## config.mk

```make
export PLATFORM = sky130hd
export DESIGN_NAME = crc_sram_loader
export DESIGN_NICKNAME = d
export VERILOG_FILES = /design/src/rtl/crc_sram_loader.sv
export SDC_FILE = /design/constraint.sdc
export NUM_CORES = 1
export LEC_CHECK = 0
export CORE_UTILIZATION = 40
export CTS_CLUSTER_DIAMETER = 100
export DETAILED_ROUTE_END_ITERATION = 7
export PLACE_DENSITY = 0.78
export SYNTH_ARGS = -nofsm -noshare
export SYNTH_HDL_FRONTEND = slang
export SYNTH_SLANG_ARGS = --single-unit
```

## constraint.sdc

```tcl
create_clock -name clk -period 2.04 [get_ports clk]
set_input_delay 0.51 -clock clk [delete_from_list [all_inputs] [get_ports clk]]
set_output_delay 0.51 -clock clk [all_outputs]
set_load 0.05 [all_outputs]
```

## src/rtl/crc_sram_loader.sv

```systemverilog
// crc_sram_loader: accepts a valid/ready byte stream, packs bytes big-endian
// into 32-bit words and writes them to the shared SRAM at word-aligned byte
// addresses stepping by 4. Reports word/byte counts for the CRC pass.
//
// Byte handshake: a byte transfers on a rising edge where s_valid && s_ready.
// s_ready is high only in FILL; the source must hold s_data/s_last stable
// with s_valid high until that edge, and may drop s_valid at any time.
module crc_sram_loader #(
  parameter int ADDR_WIDTH = 11,
  parameter int DATA_WIDTH = 32
) (
  input  logic                  clk,
  input  logic                  rst_n,
  input  logic                  start,
  input  logic [ADDR_WIDTH-1:0] base_addr,
  input  logic                  s_valid,
  output logic                  s_ready,
  input  logic [7:0]            s_data,
  input  logic                  s_last,
  output logic                  sram_write_en,
  output logic [ADDR_WIDTH-1:0] sram_address,
  output logic [DATA_WIDTH-1:0] sram_data_in,
  output logic                  busy,
  output logic                  done,
  output logic                  overflow,
  output logic [ADDR_WIDTH-2:0] word_count,
  output logic [ADDR_WIDTH:0]   byte_count,
  output logic [1:0]            dbg_state
);

  typedef enum logic [1:0] {
    S_IDLE  = 2'd0,
    S_FILL  = 2'd1,
    S_WRITE = 2'd2,
    S_DONE  = 2'd3
  } state_t;

  // Word-aligned mask; also equals the last word address (2^AW - 4).
  localparam logic [ADDR_WIDTH-1:0] ALIGN_MASK = {{(ADDR_WIDTH-2){1'b1}}, 2'b00};
  localparam logic [ADDR_WIDTH-1:0] TOP_ADDR   = ALIGN_MASK;
  localparam logic [ADDR_WIDTH-1:0] ADDR_STEP  = 4;
  localparam logic [ADDR_WIDTH-2:0] WC_ONE     = 1;
  localparam logic [ADDR_WIDTH:0]   BC_ONE     = 1;

  state_t                  r_state;
  state_t                  w_next_state;
  logic [ADDR_WIDTH-1:0]   r_addr;
  logic [DATA_WIDTH-1:0]   r_word;
  logic [1:0]              r_lane;
  logic                    r_last;
  logic                    r_overflow;
  logic [ADDR_WIDTH-2:0]   r_word_count;
  logic [ADDR_WIDTH:0]     r_byte_count;
  logic                    w_accept;
  logic                    w_at_top;

  assign w_accept = (r_state == S_FILL) && s_valid;
  assign w_at_top = (r_addr == TOP_ADDR);

  // State register.
  always_ff @(posedge clk or negedge rst_n) begin
    if (!rst_n) r_state <= S_IDLE;
    else        r_state <= w_next_state;
  end

  // Next-state logic: a word closes on lane 3 or on the last byte.
  always_comb begin
    w_next_state = r_state;
    case (r_state)
      S_IDLE:  if (start) w_next_state = S_FILL;
      S_FILL:  if (w_accept && ((r_lane == 2'd3) || s_last)) w_next_state = S_WRITE;
      S_WRITE: begin
        if (r_last || w_at_top) w_next_state = S_DONE;
        else                    w_next_state = S_FILL;
      end
      S_DONE:  w_next_state = S_IDLE;
      default: w_next_state = S_IDLE;
    endcase
  end

  // Datapath: job setup, byte packing, address stepping, counters.
  always_ff @(posedge clk or negedge rst_n) begin
    if (!rst_n) begin
      r_addr       <= '0;
      r_word       <= '0;
      r_lane       <= 2'd0;
      r_last       <= 1'b0;
      r_overflow   <= 1'b0;
      r_word_count <= '0;
      r_byte_count <= '0;
    end else begin
      case (r_state)
        S_IDLE: begin
          if (start) begin
            r_addr       <= base_addr & ALIGN_MASK;
            r_word       <= '0;
            r_lane       <= 2'd0;
            r_last       <= 1'b0;
            r_overflow   <= 1'b0;
            r_word_count <= '0;
            r_byte_count <= '0;
          end
        end
        S_FILL: begin
          if (w_accept) begin
            case (r_lane)
              2'd0:    r_word[DATA_WIDTH-1  -: 8] <= s_data;
              2'd1:    r_word[DATA_WIDTH-9  -: 8] <= s_data;
              2'd2:    r_word[DATA_WIDTH-17 -: 8] <= s_data;
              default: r_word[DATA_WIDTH-25 -: 8] <= s_data;
            endcase
            r_lane       <= r_lane + 2'd1;
            r_last       <= s_last;
            r_byte_count <= r_byte_count + BC_ONE;
          end
        end
        S_WRITE: begin
          r_word       <= '0;
          r_lane       <= 2'd0;
          r_word_count <= r_word_count + WC_ONE;
          // Without s_last, the top word ends the job as an overflow.
          if (!r_last) begin
            if (w_at_top) r_overflow <= 1'b1;
            else          r_addr     <= r_addr + ADDR_STEP;
          end
        end
        default: begin
        end
      endcase
    end
  end

  assign s_ready       = (r_state == S_FILL);
  assign sram_write_en = (r_state != S_WRITE);
  assign sram_address  = r_addr;
  assign sram_data_in  = r_word;
  assign busy          = (r_state != S_IDLE);
  assign done          = (r_state == S_DONE);
  assign overflow      = r_overflow;
  assign word_count    = r_word_count;
  assign byte_count    = r_byte_count;
  assign dbg_state     = r_state;

endmodule

```

After elaboration in Yosys (flattened, before gate mapping)
Index checks and enable logic that the tools add are counted.
- output and inout bits: 72
- logic and storage cells: 83
- register bits: 71
- input bits: 24
- muxes and demuxes: 29
- $add $sub $neg: 4
- reductions and logical operators: 21
- eq/ne operators: 18
- operators with widths (kind ; count):
    32-bit one-hot mux with 3 select lines ; 1
    32-bit 2-to-1 mux ; 2
    11-bit 2-to-1 mux ; 3
    8-bit 2-to-1 mux ; 4
    12-bit 2-to-1 mux ; 2
    12-bit one-hot mux with 2 select lines ; 1
    4-bit AND reduction ; 6
    11-bit one-hot mux with 2 select lines ; 1
    10-bit one-hot mux with 2 select lines ; 1
    12-bit by 1-bit adder with 12-bit output (second input constant) ; 1
    2-bit != test (second input constant) ; 6
    11-bit by 3-bit adder with 11-bit output (second input constant) ; 1
    11-bit equality test (second input constant) ; 1
    10-bit by 1-bit adder with 10-bit output (second input constant) ; 1
    10-bit 2-to-1 mux ; 1
    2-bit 2-to-1 mux ; 5
    2-bit by 1-bit != test with 1-bit output (second input constant) ; 5
    2-bit equality test (second input constant) ; 4
    2-bit one-hot mux with 4 select lines ; 1
    2-bit one-hot mux with 3 select lines ; 1
    3-bit AND reduction ; 2
    2-bit nonzero test ; 3
    2-bit by 1-bit equality test with 1-bit output (second input constant) ; 2
    2-bit zero test ; 2
    8 further kinds ; 15

Logic depth before layout (Yosys ltp)
- word-level depth: 5
- depth in mapped cells: 6
- mapped depth without buffers: 5

Worst setup path after synthesis
No wires, ideal clock.
- path type: register to output
- start: register r_state[0], in the netlist dbg_state[0]
- end: output port s_ready
- cell stages (with the launch flop): 5
- path slack: 0.010 ns
- buffers on the path: 2
- required time: 1.530 ns
- arrival: 1.520 ns
- cells stage by stage: dfrtp_1 buf_2 nand2b_1 inv_1 buf_2
- longest elaborated chain between the ends: 1
- RTL lines (element ; RTL line ; source):
    from (decl) ; 45 ; state_t r_state;
    from (signal assigned) ; 63 ; else r_state <= w_next_state;
    2-bit by 1-bit equality test with 1-bit output ; 133 ; assign s_ready = (r_state == S_FILL);
    to (decl) ; 17 ; output logic s_ready,
No other way between the ends.

Final worst setup path
- start: register r_state[1], in the netlist dbg_state[1]
- end: output port sram_write_en
- longest elaborated chain between the ends: 1
- RTL lines (element ; RTL line ; source):
    2-bit != test ; 134 ; assign sram_write_en = (r_state != S_WRITE);
    to (decl) ; 20 ; output logic sram_write_en,
No other way between the ends.

==> summary.md <==
| Metric | Value |
|---|---|
| Number of unique standard cell types used by synthesis | `51` |
| Placeable core area | `7767 um2` |
| Post-synth ARST share | `100.0%` |
| Worst slew pin tran | `0.5274 ns` |
| Die Outline Area | `about 8500 um2` |
| Power share of the sequential group | `30.0%` |
| Routed wire length per instance | `between 10 and 15 um` |
| Worst-Skew Late Latency | `between 0.3 and 0.4 ns` |
| Biggest area consumer among synthesized cells | `sky130_fd_sc_hd__dfrtp_1` |
| Initial antenna violation count | `0` |
| Run status | `finished, final reports clean` |
| Post-detailed-route via-to-cell ratio | `~5.2` |
| Number of levels in the clock H-tree | `3` |
| Startpoint-to-endpoint class of the critical path | `reg -> out` |
| Starting Density | `41.77%` |
| Largest cells by area after synthesis | `sky130_fd_sc_hd__dfrtp_1 (53%), sky130_fd_sc_hd__nand2_1 (8.0%), sky130_fd_sc_hd__o21ai_0 (6.8%)` |
| IO Pins | `96` |
| Required @ worst endpoint | `approximately 1.5 ns` |
| Number of instances in the synthesized netlist | `roughly 330` |
| Relative contribution of combinational cells to total power | `about 57%` |
| # Post-CTS Setup Buffers | `0` |
| Type of the most critical hold path | `in -> async` |
| Wire length of the first global-routing pass | `between 10000 and 15000 um` |
| Horizontal die dimension | `92.06 um` |
| Count of flip-flops with a built-in enable after synthesis | `0` |
| Unrepaired setup endpoints after global routing | `false` |
| Yosys warning count | `0` |
| Area of all placed cells without fillers | `between 4000 and 5000 um2` |
| Net Sw Power | `roughly 3.8 mW` |
| Number of vias after detailed routing | `~2900` |
| Syn_area_per_cell | `9.743 um2` |
| DIE HEIGHT | `92.06 um` |
| Final critical-path share of the clock period | `roughly 93%` |
| Synth Flop Type | `sky130_fd_sc_hd__dfrtp_1` |
| Pin count of the biggest net entering global routing | `70` |
| Placement Rows | `32` |
| Number of diodes | `0` |
| Clock root buffer | `sky130_fd_sc_hd__clkbuf_8` |
| Detailed Place HPWL | `between 5000 and 6000 um` |
| Sequential area share after synthesis | `53.22%` |
| VDD IR max | `around 1.1 mV` |
| Sort of element at the start of the critical path | `register` |
| Area fraction of the dominant cell type after synthesis | `53.22%` |
| Area growth syn-to-layout | `41.07%` |
| Maxcap violations | `0` |
| Number of iterations in the first detailed-routing pass | `4` |
| GR Util All Layers | `about a fifth` |
| Fmax | `around 530 MHz` |
| Number of routed nets with antenna violations | `0` |
| Total power divided by cell area | `1644 nW/um2` |
| Max Fanout on Critical Path | `14` |
| Routed wire length | `just over 8000 um` |
| Period minus WS final | `about 1.9 ns` |
| P_leak | `2.411 nW` |
| Final global-route overflow total | `0` |
| Switching share of power | `between 50% and 60%` |
| Via count of the first global-routing pass | `roughly 2800` |
| Number of max-slew violations in the final report | `0` |
| Arrival time at the worst endpoint | `~1.4 ns` |
| DRC errors left | `0` |
| Number of DRC markers in iteration 0 | `around 110` |
| Number of port buffers | `slightly above 90` |
| Post-layout utilization of the core | `approximately three fifths` |
| CTS tree | `yes` |
| Netlist Area Pre-Place | `between 3000 and 4000 um2` |
| Crit. End Element | `output port` |
| Number of failing setup endpoints in the final timing report | `0` |
| Reg clk slew, reported paths | `around 0.07 ns` |
| Worst R2R Path Depth | `5` |
| Synth Register Bits | `69` |
| CTS hold repair buffers | `0` |
| Power Total | `7.524 mW` |
| Clock skew after layout | `0.007292 ns` |
| Internal power | `around 3.8 mW` |
| Final Hold Viols | `0` |
| Most common library cell in the layout ignoring fill and taps | `sky130_fd_sc_hd__nand2_1` |
| Fraction of layout instances using a drive strength above 1 | `22.72%` |
| Number of buffers created by CTS | `9` |
| Final RePlAce weighted congestion | `between 0.8 and 0.9` |
| Number of nets in the final layout | `476` |
| Commonest non-fill, non-tap cells in the layout | `sky130_fd_sc_hd__nand2_1 (69), sky130_fd_sc_hd__dfrtp_1 (67), sky130_fd_sc_hd__buf_4 (62)` |
| Clock Sink Count | `69` |
| Area after DPL | `~4400 um2` |
| Proportion of power drawn by the clock network | `12.6%` |
| Number of buffers between clock root and the deepest sink | `2` |
| Worst relative slew slack | `64.78%` |
## final timing paths
check / startpoint / endpoint / slack, ns
worst min register to register: sram_data_in[4]$_DFFE_PN0P_ / sram_data_in[4]$_DFFE_PN0P_ / 0.48
worst max-delay path: dbg_state[1]$_DFFE_PN0P_ / sram_write_en / 0.14
max in group asynchronous: rst_n / dbg_state[1]$_DFFE_PN0P_ / 1.52
worst min-delay path: rst_n / word_count[6]$_DFFE_PN0P_ / 0.18
min in group clk: sram_data_in[4]$_DFFE_PN0P_ / sram_data_in[4]$_DFFE_PN0P_ / 0.48
worst max register to register: sram_address[3]$_DFFE_PN0P_ / sram_address[7]$_DFFE_PN0P_ / 0.37
## per-stage QoR
step	instances	hold WS [ns]	setup TNS (ns)	setup WS [ns]
final	551	0.1839	0	0.1370
after CTS	551	0.1970	0	0.003453
after floorplan	334	0.2144	0	0.009652
after global routing	551	0.2014	0	0.07472
after detailed placement	535	0.4738	-0.03938	-0.02894
after global placement	535	0.4613	-0.05427	-0.05427
## synthesized netlist by cell type, types with 2 or more instances
| master | instances |
|---|---|
| sky130_fd_sc_hd__o22ai_2 | 4 |
| sky130_fd_sc_hd__xor2_1 | 3 |
| sky130_fd_sc_hd__o21ai_0 | 44 |
| sky130_fd_sc_hd__nor3_1 | 3 |
| sky130_fd_sc_hd__o21a_1 | 2 |
| sky130_fd_sc_hd__o22ai_1 | 2 |
| sky130_fd_sc_hd__mux2i_1 | 5 |
| sky130_fd_sc_hd__a22o_1 | 3 |
| sky130_fd_sc_hd__o211ai_1 | 6 |
| sky130_fd_sc_hd__a31oi_1 | 3 |
| sky130_fd_sc_hd__buf_4 | 2 |
| sky130_fd_sc_hd__nor4_1 | 4 |
| sky130_fd_sc_hd__nand2b_1 | 2 |
| sky130_fd_sc_hd__or2_2 | 2 |
| sky130_fd_sc_hd__a21oi_1 | 8 |
| sky130_fd_sc_hd__nor3b_1 | 2 |
| sky130_fd_sc_hd__and2_1 | 2 |
| sky130_fd_sc_hd__nand2_1 | 69 |
| sky130_fd_sc_hd__nor2_1 | 17 |
| sky130_fd_sc_hd__nand3_1 | 9 |
| sky130_fd_sc_hd__ha_1 | 8 |
| sky130_fd_sc_hd__and3b_1 | 2 |
| sky130_fd_sc_hd__and3_1 | 4 |
| sky130_fd_sc_hd__dfrtp_1 | 69 |
| sky130_fd_sc_hd__nand4_1 | 6 |
| sky130_fd_sc_hd__inv_1 | 11 |
| sky130_fd_sc_hd__and4_1 | 3 |
| sky130_fd_sc_hd__buf_2 | 8 |
| sky130_fd_sc_hd__clkbuf_1 | 3 |
| sky130_fd_sc_hd__xnor2_1 | 4 |
| sky130_fd_sc_hd__o311ai_0 | 3 |
## cell type report
cell class / instances / area [um2]
Multi-Input combinational cell: 239 / 1399
Clock buffer: 9 / 123.9
Timing Repair Buffer: 113 / 1110
Inverter: 12 / 45.04
Fill cell: 687 / 3191
Sequential cell: 69 / 1729
Tap cell: 102 / 127.6
Clock inverter: 7 / 42.54
## state kept, by name, indices dropped and copies added, names as in the netlist
signal	count
r_last	1
dbg_state	2
byte_count	12
sram_address	9
r_lane	2
sram_data_in	32
word_count	10
overflow	1
## routing by layer
layer | global-route usage [%] | routed length [um]
met5 | 0 | 0
met4 | 8.073 | 136
met3 | 6.302 | 601
met2 | 33.27 | 3856
met1 | 25.88 | 3578
## worst max-delay path, stage by stage, from the launching register on
cell and delay [ns]:
sky130_fd_sc_hd__dfrtp_2 0.51, sky130_fd_sc_hd__and2b_1 0.21, sky130_fd_sc_hd__inv_2 0.17, sky130_fd_sc_hd__buf_12 0.17
## power by group through the flow
| stage | registers [mW] | clock network (mW) | logic (mW) |
|---|---|---|---|
| CTS | 2.26 | 0.979 | 4.36 |
| global route | 2.33 | 1.05 | 4.59 |
| detailed placement | 2.28 | 0 | 4.35 |
| finish | 2.26 | 0.950 | 4.32 |
| floorplan | 3.62 | 0 | 1.31 |
| global placement | 2.25 | 0 | 4.28 |
## cells by family after synthesis
family                     after synthesis  share of synthesized area (%)
and+or+nand+nor                        130                          18.82
AOI/OAI and AO/OA                       86                          17.20
DFF                                     69                          53.22
buffers and inverters                   26                          3.779
adders and majority gates                8                          3.085
xor gates and xnor gates                 7                          1.890
muxes                                    6                          1.890
other                                    1                         0.1156
## repair_timing
| item | CTS | global route |
|---|---|---|
| setup endpoints to repair | 3 | 19 |
| resized for setup | 3 | 19 |
| hold endpoints to repair | 0 | 0 |
(Power assumes the default switching activity.)
